File: src/rtl/mips_muldiv_if.sv
// Handshake and result bundle between the EX stage and the multiply/divide unit.
interface mips_muldiv_if #(
    parameter int DATA_WIDTH = 32
) ();
    logic                  start;
    logic [2:0]            op;
    logic [DATA_WIDTH-1:0] src_a;
    logic [DATA_WIDTH-1:0] src_b;
    logic                  cancel;
    logic                  busy;
    logic                  done;
    logic [DATA_WIDTH-1:0] hi;
    logic [DATA_WIDTH-1:0] lo;

    modport master (
        output start, op, src_a, src_b, cancel,
        input  busy, done, hi, lo
    );

    modport slave (
        input  start, op, src_a, src_b, cancel,
        output busy, done, hi, lo
    );
endinterface

File: src/rtl/mips_muldiv_unit.sv
// Iterative radix-2 multiply/divide unit owning the architectural HI/LO registers.
// Works on operand magnitudes for W cycles, then fixes signs in a single FIX cycle.
module mips_muldiv_unit #(
    parameter int                    DATA_WIDTH = 32,
    parameter logic [DATA_WIDTH-1:0] DIV0_LO    = {DATA_WIDTH{1'b1}}
) (
    input  logic           clk,
    input  logic           rst,
    mips_muldiv_if.slave   bus
);
    localparam int W  = DATA_WIDTH;
    localparam int CW = $clog2(DATA_WIDTH);

    localparam logic [2:0] OP_MULT  = 3'b000;
    localparam logic [2:0] OP_MULTU = 3'b001;
    localparam logic [2:0] OP_DIV   = 3'b010;
    localparam logic [2:0] OP_DIVU  = 3'b011;
    localparam logic [2:0] OP_MTHI  = 3'b100;
    localparam logic [2:0] OP_MTLO  = 3'b101;

    typedef enum logic [1:0] {
        IDLE = 2'd0,
        RUN  = 2'd1,
        FIX  = 2'd2
    } state_t;

    state_t            state_r;
    state_t            state_s;
    logic [CW-1:0]     cnt_r;
    logic [2*W-1:0]    p_r;
    logic [W-1:0]      mag_a_r;
    logic [W-1:0]      mag_b_r;
    logic [W-1:0]      a_r;
    logic              is_div_r;
    logic              b_zero_r;
    logic              neg_q_r;
    logic              neg_r_r;
    logic [W-1:0]      hi_r;
    logic [W-1:0]      lo_r;
    logic              busy_r;
    logic              done_r;

    logic              accept_s;
    logic              last_step_s;
    logic [W:0]        mul_sum_s;
    logic [2*W-1:0]    mul_next_s;
    logic [W:0]        div_shift_s;
    logic [W:0]        div_diff_s;
    logic [2*W-1:0]    div_next_s;
    logic [2*W-1:0]    prod_s;
    logic [W-1:0]      res_hi_s;
    logic [W-1:0]      res_lo_s;

    function automatic logic [W-1:0] magnitude(input logic [W-1:0] v, input logic sgn);
        return (sgn && v[W-1]) ? -v : v;
    endfunction

    assign accept_s    = bus.start && !bus.cancel && (state_r == IDLE);
    assign last_step_s = (cnt_r == CW'(W - 1));

    // State register
    always_ff @(posedge clk) begin
        if (!rst) begin
            state_r <= IDLE;
        end else begin
            state_r <= state_s;
        end
    end

    // Next-state logic; a flush always wins over progress or completion
    always_comb begin
        state_s = state_r;
        case (state_r)
            IDLE: begin
                if (accept_s && !bus.op[2]) begin
                    state_s = RUN;
                end else begin
                    state_s = IDLE;
                end
            end
            RUN: begin
                if (bus.cancel) begin
                    state_s = IDLE;
                end else if (last_step_s) begin
                    state_s = FIX;
                end else begin
                    state_s = RUN;
                end
            end
            FIX:     state_s = IDLE;
            default: state_s = IDLE;
        endcase
    end

    // One radix-2 step: shift-add multiply, restoring shift-subtract divide
    always_comb begin
        mul_sum_s   = {1'b0, p_r[2*W-1:W]} + (p_r[0] ? {1'b0, mag_a_r} : {(W+1){1'b0}});
        mul_next_s  = {mul_sum_s, p_r[W-1:1]};
        div_shift_s = p_r[2*W-1:W-1];
        div_diff_s  = div_shift_s - {1'b0, mag_b_r};
        if (!div_diff_s[W]) begin
            div_next_s = {div_diff_s[W-1:0], p_r[W-2:0], 1'b1};
        end else begin
            div_next_s = {div_shift_s[W-1:0], p_r[W-2:0], 1'b0};
        end
    end

    // Sign correction and result selection for the FIX cycle
    always_comb begin
        prod_s   = neg_q_r ? -p_r : p_r;
        res_hi_s = prod_s[2*W-1:W];
        res_lo_s = prod_s[W-1:0];
        if (is_div_r) begin
            if (b_zero_r) begin
                res_hi_s = a_r;
                res_lo_s = DIV0_LO;
            end else begin
                res_lo_s = neg_q_r ? -p_r[W-1:0]   : p_r[W-1:0];
                res_hi_s = neg_r_r ? -p_r[2*W-1:W] : p_r[2*W-1:W];
            end
        end else begin
            res_hi_s = prod_s[2*W-1:W];
            res_lo_s = prod_s[W-1:0];
        end
    end

    // Datapath, HI/LO and registered handshake outputs
    always_ff @(posedge clk) begin
        if (!rst) begin
            cnt_r    <= {CW{1'b0}};
            p_r      <= {(2*W){1'b0}};
            mag_a_r  <= {W{1'b0}};
            mag_b_r  <= {W{1'b0}};
            a_r      <= {W{1'b0}};
            is_div_r <= 1'b0;
            b_zero_r <= 1'b0;
            neg_q_r  <= 1'b0;
            neg_r_r  <= 1'b0;
            hi_r     <= {W{1'b0}};
            lo_r     <= {W{1'b0}};
            busy_r   <= 1'b0;
            done_r   <= 1'b0;
        end else begin
            busy_r <= (state_s != IDLE);
            done_r <= 1'b0;
            if (accept_s) begin
                case (bus.op)
                    OP_MULT, OP_MULTU, OP_DIV, OP_DIVU: begin
                        mag_a_r  <= magnitude(bus.src_a, !bus.op[0]);
                        mag_b_r  <= magnitude(bus.src_b, !bus.op[0]);
                        a_r      <= bus.src_a;
                        is_div_r <= bus.op[1];
                        b_zero_r <= (bus.src_b == {W{1'b0}});
                        neg_q_r  <= !bus.op[0] && (bus.src_a[W-1] ^ bus.src_b[W-1]);
                        neg_r_r  <= !bus.op[0] && bus.src_a[W-1];
                        cnt_r    <= {CW{1'b0}};
                        // Divide iterates over the dividend, multiply over the multiplier
                        p_r      <= {{W{1'b0}}, bus.op[1] ? magnitude(bus.src_a, !bus.op[0])
                                                          : magnitude(bus.src_b, !bus.op[0])};
                    end
                    OP_MTHI: hi_r <= bus.src_a;
                    OP_MTLO: lo_r <= bus.src_a;
                    default: ;
                endcase
            end else if (state_r == RUN && !bus.cancel) begin
                p_r   <= is_div_r ? div_next_s : mul_next_s;
                cnt_r <= cnt_r + CW'(1);
            end else if (state_r == FIX && !bus.cancel) begin
                hi_r   <= res_hi_s;
                lo_r   <= res_lo_s;
                done_r <= 1'b1;
            end else begin
                cnt_r <= cnt_r;
            end
        end
    end

    assign bus.busy = busy_r;
    assign bus.done = done_r;
    assign bus.hi   = hi_r;
    assign bus.lo   = lo_r;
endmodule
File: src/flat_wrapper.sv
// flat-port wrapper written by rule: the top's interface ports become plain ports
module mips_muldiv_unit_flat 
#(
    parameter int                    DATA_WIDTH = 32,
    parameter logic [DATA_WIDTH-1:0] DIV0_LO    = {DATA_WIDTH{1'b1}}
)
  (clk, rst, bus_start, bus_op, bus_src_a, bus_src_b, bus_cancel, bus_busy, bus_done, bus_hi, bus_lo);
  mips_muldiv_if #(.DATA_WIDTH(DATA_WIDTH)) bus_i ();
  input  logic clk;
  input  logic rst;
  input wire logic [$bits(bus_i.start)-1:0] bus_start;
  input wire logic [$bits(bus_i.op)-1:0] bus_op;
  input wire logic [$bits(bus_i.src_a)-1:0] bus_src_a;
  input wire logic [$bits(bus_i.src_b)-1:0] bus_src_b;
  input wire logic [$bits(bus_i.cancel)-1:0] bus_cancel;
  output wire logic [$bits(bus_i.busy)-1:0] bus_busy;
  output wire logic [$bits(bus_i.done)-1:0] bus_done;
  output wire logic [$bits(bus_i.hi)-1:0] bus_hi;
  output wire logic [$bits(bus_i.lo)-1:0] bus_lo;
  assign bus_i.start = bus_start;
  assign bus_i.op = bus_op;
  assign bus_i.src_a = bus_src_a;
  assign bus_i.src_b = bus_src_b;
  assign bus_i.cancel = bus_cancel;
  assign bus_busy = bus_i.busy;
  assign bus_done = bus_i.done;
  assign bus_hi = bus_i.hi;
  assign bus_lo = bus_i.lo;
  mips_muldiv_unit #(.DATA_WIDTH(DATA_WIDTH), .DIV0_LO(DIV0_LO)) u_core (.clk(clk), .rst(rst), .bus(bus_i));
endmodule
File: config.mk
export PLATFORM = sky130hd
export DESIGN_NAME = mips_muldiv_unit_flat
export DESIGN_NICKNAME = d
export VERILOG_FILES = /design/src/rtl/mips_muldiv_if.sv /design/src/rtl/mips_muldiv_unit.sv /design/src/flat_wrapper.sv
export SDC_FILE = /design/constraint.sdc
export NUM_CORES = 1
export LEC_CHECK = 0
export BUFFER_PORTS_ARGS = -buffer_cell sky130_fd_sc_hd__buf_2
export CORE_MARGIN = 4
export CORE_UTILIZATION = 60
export CTS_CLUSTER_SIZE = 20
export DETAILED_ROUTE_END_ITERATION = 10
export PLACE_DENSITY = 0.85
export SLEW_MARGIN = 40
export SYNTH_ARGS = -nofsm -noshare
export SYNTH_HDL_FRONTEND = slang
export SYNTH_SLANG_ARGS = --single-unit
export TNS_END_PERCENT = 30
File: constraint.sdc
create_clock -name clk -period 4.3 [get_ports clk]
set_clock_uncertainty 0.1 [all_clocks]
set_input_delay 0.86 -clock clk [delete_from_list [all_inputs] [get_ports clk]]
set_output_delay 0.86 -clock clk [all_outputs]
set_load 0.01 [all_outputs]
==> results.toml, run 1 <==
[routing]
vias = 19000
drt_iter0_markers = 2567
drcViolationCount = 0
ant_nets = 0
post_drt_wl_per_cell_um = 24.2
vias_per_cell = 6.77
totalWireLength_um = 67800
drt_first_pass_iters = 6

[cts]
htree_levels = 1
numCtsBuffers = 27
clock-root-buffer = "clkbuf_16"
cts_tree = "done"
clock-sinks = 236
clkLatencyLatePin_ns = 0.58
clk_pin_slew_ns = 0.06
clockBufferDepth = 3
hold_buffers = 0

[global_routing]
grt_overflow_total = 0
antenna_found_initial = 0
grt_max_degree = 120
grt_pass1_vias = 17400
grt_pass1_wl_um = 102000
grt_usage = 0.394

[setup_path]
crit_required_ns = 4.67
path_max_fanout = 9
critical_path_class = "reg -> reg"
worst_setup_path_end_kind = "register"
cp-start-kind = "register"
crit_arrival_ns = 4.37

[sta]
timing.hold.ws_ns = 0.354
rsz0062_at_grt = "no"
maxSlewHeadroom = 0.428
setup_viol = 0
period_needed_ns = 4.00
timing.final.crit_share = 0.929
fmax_mhz = 250
slew_violations = 0
setup_tns_ns = 0
worst_slack_ns = 0.305
hold_violations = 0
worst_pin_slew_ns = 0.858

[floorplan]
die_y_um = 180
io_pins = 137
fp-row-count = 62
core_area_um2 = 28900
dieArea_um2 = 32200
start_util = 0.612
die_w_um = 180

[yosys]
netlist_top_cells_area = "dfxtp_1, xnor2_1, a21oi_1"
synth_top_area_frac = 0.268
synth_enable_flop_cells = 0
ys_seq_area_frac = 0.268
ys_warn_count = 0
syn_nets = 2491
yosysTopAreaCell = "dfxtp_1"
yosys_most_used_dff = "dfxtp_1"
syn_inst = 2348
avgSynthCellArea_um2 = 7.52
async_flop_share = 0
ys_types = 87
syn_area_um2 = 17600
synth_seq_cells = 236

[place]
place_hpwl_um = 50200
dpl_worst_slack_ns = 0.337
numPortBuffers = 136
gp_congestion = 1.05

[layout]
fillCellCount = 2452
drive_above_1_share = 0.133
diodes = 0
fin_nets = 2542
final_util = 0.681
syn2layout_area_growth_pct = 11.4

[pwr]
total_power_mw = 5.78
power.density_nw_per_um2 = 294
vdd_drop_max_v = 0.000310
p_leak_nw = 7.78

[status]
outcome = "finished, final reports clean"

[job]
cap_violations = 0

[worst_hold_path]
hold_path.class = "reg -> reg"
[synth_stat cells, types with 19 or more instances]
master / instances
nor2_1: 207
ha_1: 70
o221ai_1: 33
o31ai_1: 31
mux2i_1: 67
nand3_1: 67
a31oi_1: 19
nand2_1: 256
and2_1: 33
a21oi_1: 224
clkbuf_1: 164
inv_1: 57
nand2b_1: 22
a21o_1: 33
nor3_1: 42
xor2_1: 64
dfxtp_1: 236
o211ai_1: 42
xnor2_1: 134
o21ai_0: 161
or3_1: 20
a211oi_1: 78
[layer usage]
metal / wire (µm) / up-vias / global-route usage
li1: - / 8580 / -
met1: 26700 / 8879 / 0.534
met2: 27900 / 1275 / 0.580
met3: 8520 / 247 / 0.0922
met4: 4670 / 0 / 0.212
met5: 0 / - / 0
[layout make-up]
cell class	instances	area [µm²]	area share
repair buffers	212	1310	0.0666
clock inverters	12	116	0.00592
well taps	384	480	0.0244
multi-input cells	1865	12000	0.611
clock buffers	38	797	0.0405
flip-flops and latches	236	4730	0.241
inverters	57	216	0.0110
[power by group]
part | leakage [nW] | switching, mW | internal [mW]
registers | 1.92 | 0.0766 | 2.25
logic | 5.42 | 0.701 | 0.356
clock network | 0.438 | 1.03 | 1.36
total | 7.78 | 1.81 | 3.97
[worst paths after layout]
check / slack (ns) / cells past startpoint / start / to
worst max register to register: 0.30 / 15 / u_core.p_r[32]$_SDFFE_PN0P_ / u_core.p_r[61]$_SDFFE_PN0P_
worst min register to register: 0.35 / 2 / u_core.bus.lo[18]$_SDFFE_PN0P_ / u_core.bus.lo[18]$_SDFFE_PN0P_
worst max-delay path: 0.30 / 15 / u_core.p_r[32]$_SDFFE_PN0P_ / u_core.p_r[61]$_SDFFE_PN0P_
worst min-delay path: 0.35 / 2 / u_core.bus.lo[18]$_SDFFE_PN0P_ / u_core.bus.lo[18]$_SDFFE_PN0P_
[metrics by stage]
| stage | instances | instance area, µm² |
|---|---|---|
| after floorplan | 2348 | 17600 |
| after global placement | 2754 | 18700 |
| after detailed placement | 2754 | 18700 |
| after CTS | 2804 | 19600 |
| after global routing | 2804 | 19700 |
| final | 2804 | 19700 |
[registers in the layout, indices dropped and copies added (netlist names)]
| name | cells |
|---|---|
| u_core.mag_a_r | 31 |
| u_core.is_div_r | 1 |
| u_core.mag_b_r | 32 |
| u_core.cnt_r | 5 |
| u_core.bus.busy | 1 |
| u_core.bus.hi | 32 |
| u_core.bus.lo | 32 |
| u_core.neg_q_r | 1 |
| u_core.bus.done | 1 |
| u_core.state_r | 2 |
| u_core.neg_r_r | 1 |
| u_core.a_r | 32 |
| u_core.b_zero_r | 1 |
| u_core.p_r | 64 |
[worst max-delay path, cell delays in order (launching register included)]
cell       delay [ns]
dfxtp_1          0.33
buf_4            0.18
ha_1             0.22
inv_1            0.08
fa_1             0.41
nand2b_1         0.22
a21oi_1          0.22
a2111oi_0        0.13
buf_4            0.17
o31ai_1          0.38
buf_4            0.20
a31oi_2          0.17
o211ai_1         0.30
nand3_1          0.12
a32oi_1          0.38
a21bo_2          0.27
[cell families after synthesis]
logic type	after synthesis	synth area share
and+or+nand+nor	768	0.208
adders and majority gates	72	0.0519
muxes	75	0.0431
buffers and inverters	247	0.0542
DFF	236	0.268
xor gates and xnor gates	198	0.0983
AOI/OAI and AO/OA	752	0.276
[cells in the final DEF, fill, tap and decap left out, drive strengths merged, types with 8 or more instances in the layout]
master,instances
a21o,33
o211ai,42
o22ai,9
o21ai,170
o21a,13
o221ai,33
a31oi,19
xnor2,134
nor3,43
nand3,67
or3,20
ha,70
nand2,257
or2,13
nand3b,9
nor3b,8
dfxtp,236
a21oi,226
mux2i,67
a311oi,8
nand4,13
and3,13
nor4,23
and2,33
a22oi,17
clkbuf,38
mux2,8
inv,58
nand2b,22
nor2b,13
o41ai,16
buf,212
xor2,64
a211oi,78
nor2,207
o31ai,35
or4,17
[timing repair]
item                                    in CTS  in global routing
endpoints found under the setup margin       0                  1
buffers inserted                             0                  0
gates resized for setup                      0                  1
Power figures use the tool's default switching activity.
==> run 2: changes to the inputs <==
--- a/config.mk
+++ b/config.mk
@@ -11,6 +11,7 @@
 export CTS_CLUSTER_SIZE = 20
 export DETAILED_ROUTE_END_ITERATION = 10
 export PLACE_DENSITY = 0.85
+export RECOVER_POWER = 50
 export SLEW_MARGIN = 40
 export SYNTH_ARGS = -nofsm -noshare
 export SYNTH_HDL_FRONTEND = slang
==> run 2 against run 1 <==
The run now ends with capacitance limit, slew limit left. Utilization fell by 0.58 points. Flip-flop and latch count did not move. Die area did not move. Total power down 0.15%. Largest cell class unchanged.
==> results.toml, run 2 (synthesized netlist as in run 1, its figures left out) <==
[status]
outcome = "finished, violations left"
violations = "capacitance limit, slew limit"

[place]
gp_congestion = 1.05
dp.cells = 2754
dpl_worst_slack_ns = 0.337
numPortBuffers = 136
place_hpwl_um = 50200
dpl_cell_area_um2 = 18700

[layout]
diodes = 0
multiInputGateArea_um2 = 12000
layout_commonest_cell = "nand2_1"
fin_area_um2 = 19500
syn2layout_area_growth_pct = 10.4
fillCellCount = 2511
mostFrequentLayoutCells = "nand2_1, dfxtp_1, a21oi_1, nor2_1, o21ai_0"
largest-register = "u_core.p_r"
fin_nets = 2542
largest_reg_flops = 64
instances_no_fill = 2804
drive_above_1_share = 0.101
seqCellArea_um2 = 4730

[cts]
htree_levels = 1
postCtsSetupRepairBufs = 0
clock-root-buffer = "clkbuf_16"
clkLatencyLatePin_ns = 0.57
clk_pin_slew_ns = 0.06
cts_tree = "done"
numCtsBuffers = 27
clockBufferDepth = 3
clock-sinks = 236

[routing]
vias_per_cell = 6.76
drt_iter0_markers = 2501
wl_met1_um = 26900
post_drt_wl_per_cell_um = 24.2
drcViolationCount = 0
routed-wl-met3_um = 8370
wl_met2_um = 28000
totalWireLength_um = 67900
drt_first_pass_iters = 6
top_layer_used = "met4"
ant_nets = 0
vias = 19000

[setup_path]
crit_arrival_ns = 4.32
worst_setup_path_end_kind = "register"
r2r_slack_ns = 0.35
cp-start-kind = "register"
cp_common_cell = "buf_4"
worstReg2RegEnd = "u_core.p_r[61]$_SDFFE_PN0P_"
cpPeakStageDelay_ns = 0.41
critical_path_class = "reg -> reg"
cp_cell_sequence = "buf_4, ha_1, inv_1, fa_1, nand2b_1, a21oi_1, a2111oi_0, buf_4, o31ai_1, buf_4, a31oi_2, o211ai_1, nand3_1, a32oi_1, a21bo_2"
endpoint = "u_core.p_r[61]$_SDFFE_PN0P_"
r2r_start = "u_core.p_r[32]$_SDFFE_PN0P_"
crit_required_ns = 4.67
cp-startpoint = "u_core.p_r[32]$_SDFFE_PN0P_"
slowest_stage = "fa_1"
reg2regPathDepth = 15
path_max_fanout = 9

[sta]
setup_tns_ns = 0
maxSlewHeadroom = -0.642
setup_viol = 0
timing.final.crit_share = 0.919
slew_violations = 319
worst_slack_ns = 0.347
period_needed_ns = 3.95
fmax_mhz = 253
worst_pin_slew_ns = 2.46
rsz0062_at_grt = "no"
hold_violations = 0

[global_routing]
grt_pass1_wl_um = 102000
grt_pass1_vias = 17400
grt_max_degree = 120
grt_usage = 0.394
antenna_found_initial = 0
grt_overflow_total = 0

[floorplan]
die_w_um = 180
fp-row-count = 62
dieArea_um2 = 32200
start_util = 0.612
io_pins = 137
die_y_um = 180
core_area_um2 = 28900

[pwr]
p_int_mw = 3.97
p_leak_nw = 7.44
power.switching_mw = 1.81
total_power_mw = 5.77
clockPowerShare = 0.414
vdd_drop_max_v = 0.000310
p_seq_frac = 0.404
power.density_nw_per_um2 = 296
p_sw_frac = 0.313
combPwrFrac = 0.182

[job]
cap_violations = 4

[worst_hold_path]
hold_path.class = "reg -> reg"
-- run 2: stage by stage --
step / hold slack (ns) / util
2_1_floorplan: 0.331 / -
3_3_place_gp: 0.339 / 0.649
3_5_place_dp: 0.343 / 0.649
4_1_cts: 0.354 / 0.681
5_1_grt: 0.370 / 0.675
6_report: 0.354 / 0.675
-- run 2: power groups by stage --
| stage | Sequential [mW] | Clock [mW] | Combinational, mW |
|---|---|---|---|
| 2_1_floorplan | 2.34 | 0 | 0.677 |
| 3_3_place_gp | 2.37 | 0 | 0.999 |
| 3_5_place_dp | 2.37 | 0 | 1.02 |
| 4_1_cts | 2.32 | 2.38 | 1.02 |
| 5_1_grt | 2.33 | 2.47 | 1.12 |
| 6_report | 2.33 | 2.39 | 1.05 |
-- run 2: area by class of cell --
type	instances	area share
Inverter	57	0.0111
Multi-Input combinational cell	1865	0.615
Clock buffer	38	0.0409
Sequential cell	236	0.243
Clock inverter	12	0.00597
Timing Repair Buffer	212	0.0600
Tap cell	384	0.0247
-- run 2: critical path, delay by kind of cell, from the launching register on --
family | cells | cell delay, ns
AOI/OAI and AO/OA | 7 | 1.84
adders and majority gates | 2 | 0.63
buffers and inverters | 4 | 0.64
DFF | 1 | 0.33
and+or+nand+nor | 2 | 0.32
-- run 2: worst min-delay path by stage --
| stage | cells past startpoint | to | slack, ns | start |
|---|---|---|---|---|
| finish | 2 | u_core.mag_b_r[30]$_SDFFE_PN0P_ | 0.35 | u_core.mag_b_r[30]$_SDFFE_PN0P_ |
| detailed placement | 2 | u_core.bus.lo[18]$_SDFFE_PN0P_ | 0.34 | u_core.bus.lo[18]$_SDFFE_PN0P_ |
| floorplan | 2 | u_core.a_r[21]$_SDFFE_PN0P_ | 0.33 | u_core.a_r[21]$_SDFFE_PN0P_ |
| global placement | 2 | u_core.a_r[21]$_SDFFE_PN0P_ | 0.34 | u_core.a_r[21]$_SDFFE_PN0P_ |
| global route | 2 | u_core.bus.lo[8]$_SDFFE_PN0P_ | 0.37 | u_core.bus.lo[8]$_SDFFE_PN0P_ |
| CTS | 2 | u_core.bus.lo[8]$_SDFFE_PN0P_ | 0.35 | u_core.bus.lo[8]$_SDFFE_PN0P_ |
-- run 2: timing repair --
| item | CTS | global route |
|---|---|---|
| gates resized for setup | 0 | 1 |
| endpoints found under the setup margin | 0 | 1 |
| hold buffers | 0 | 0 |
-- run 2: per-layer routing --
layer  vias up  global-route usage
li1       8578                   -
met1      8892               0.534
met2      1261               0.580
met3       233              0.0922
met4         0               0.212
met5         -                   0
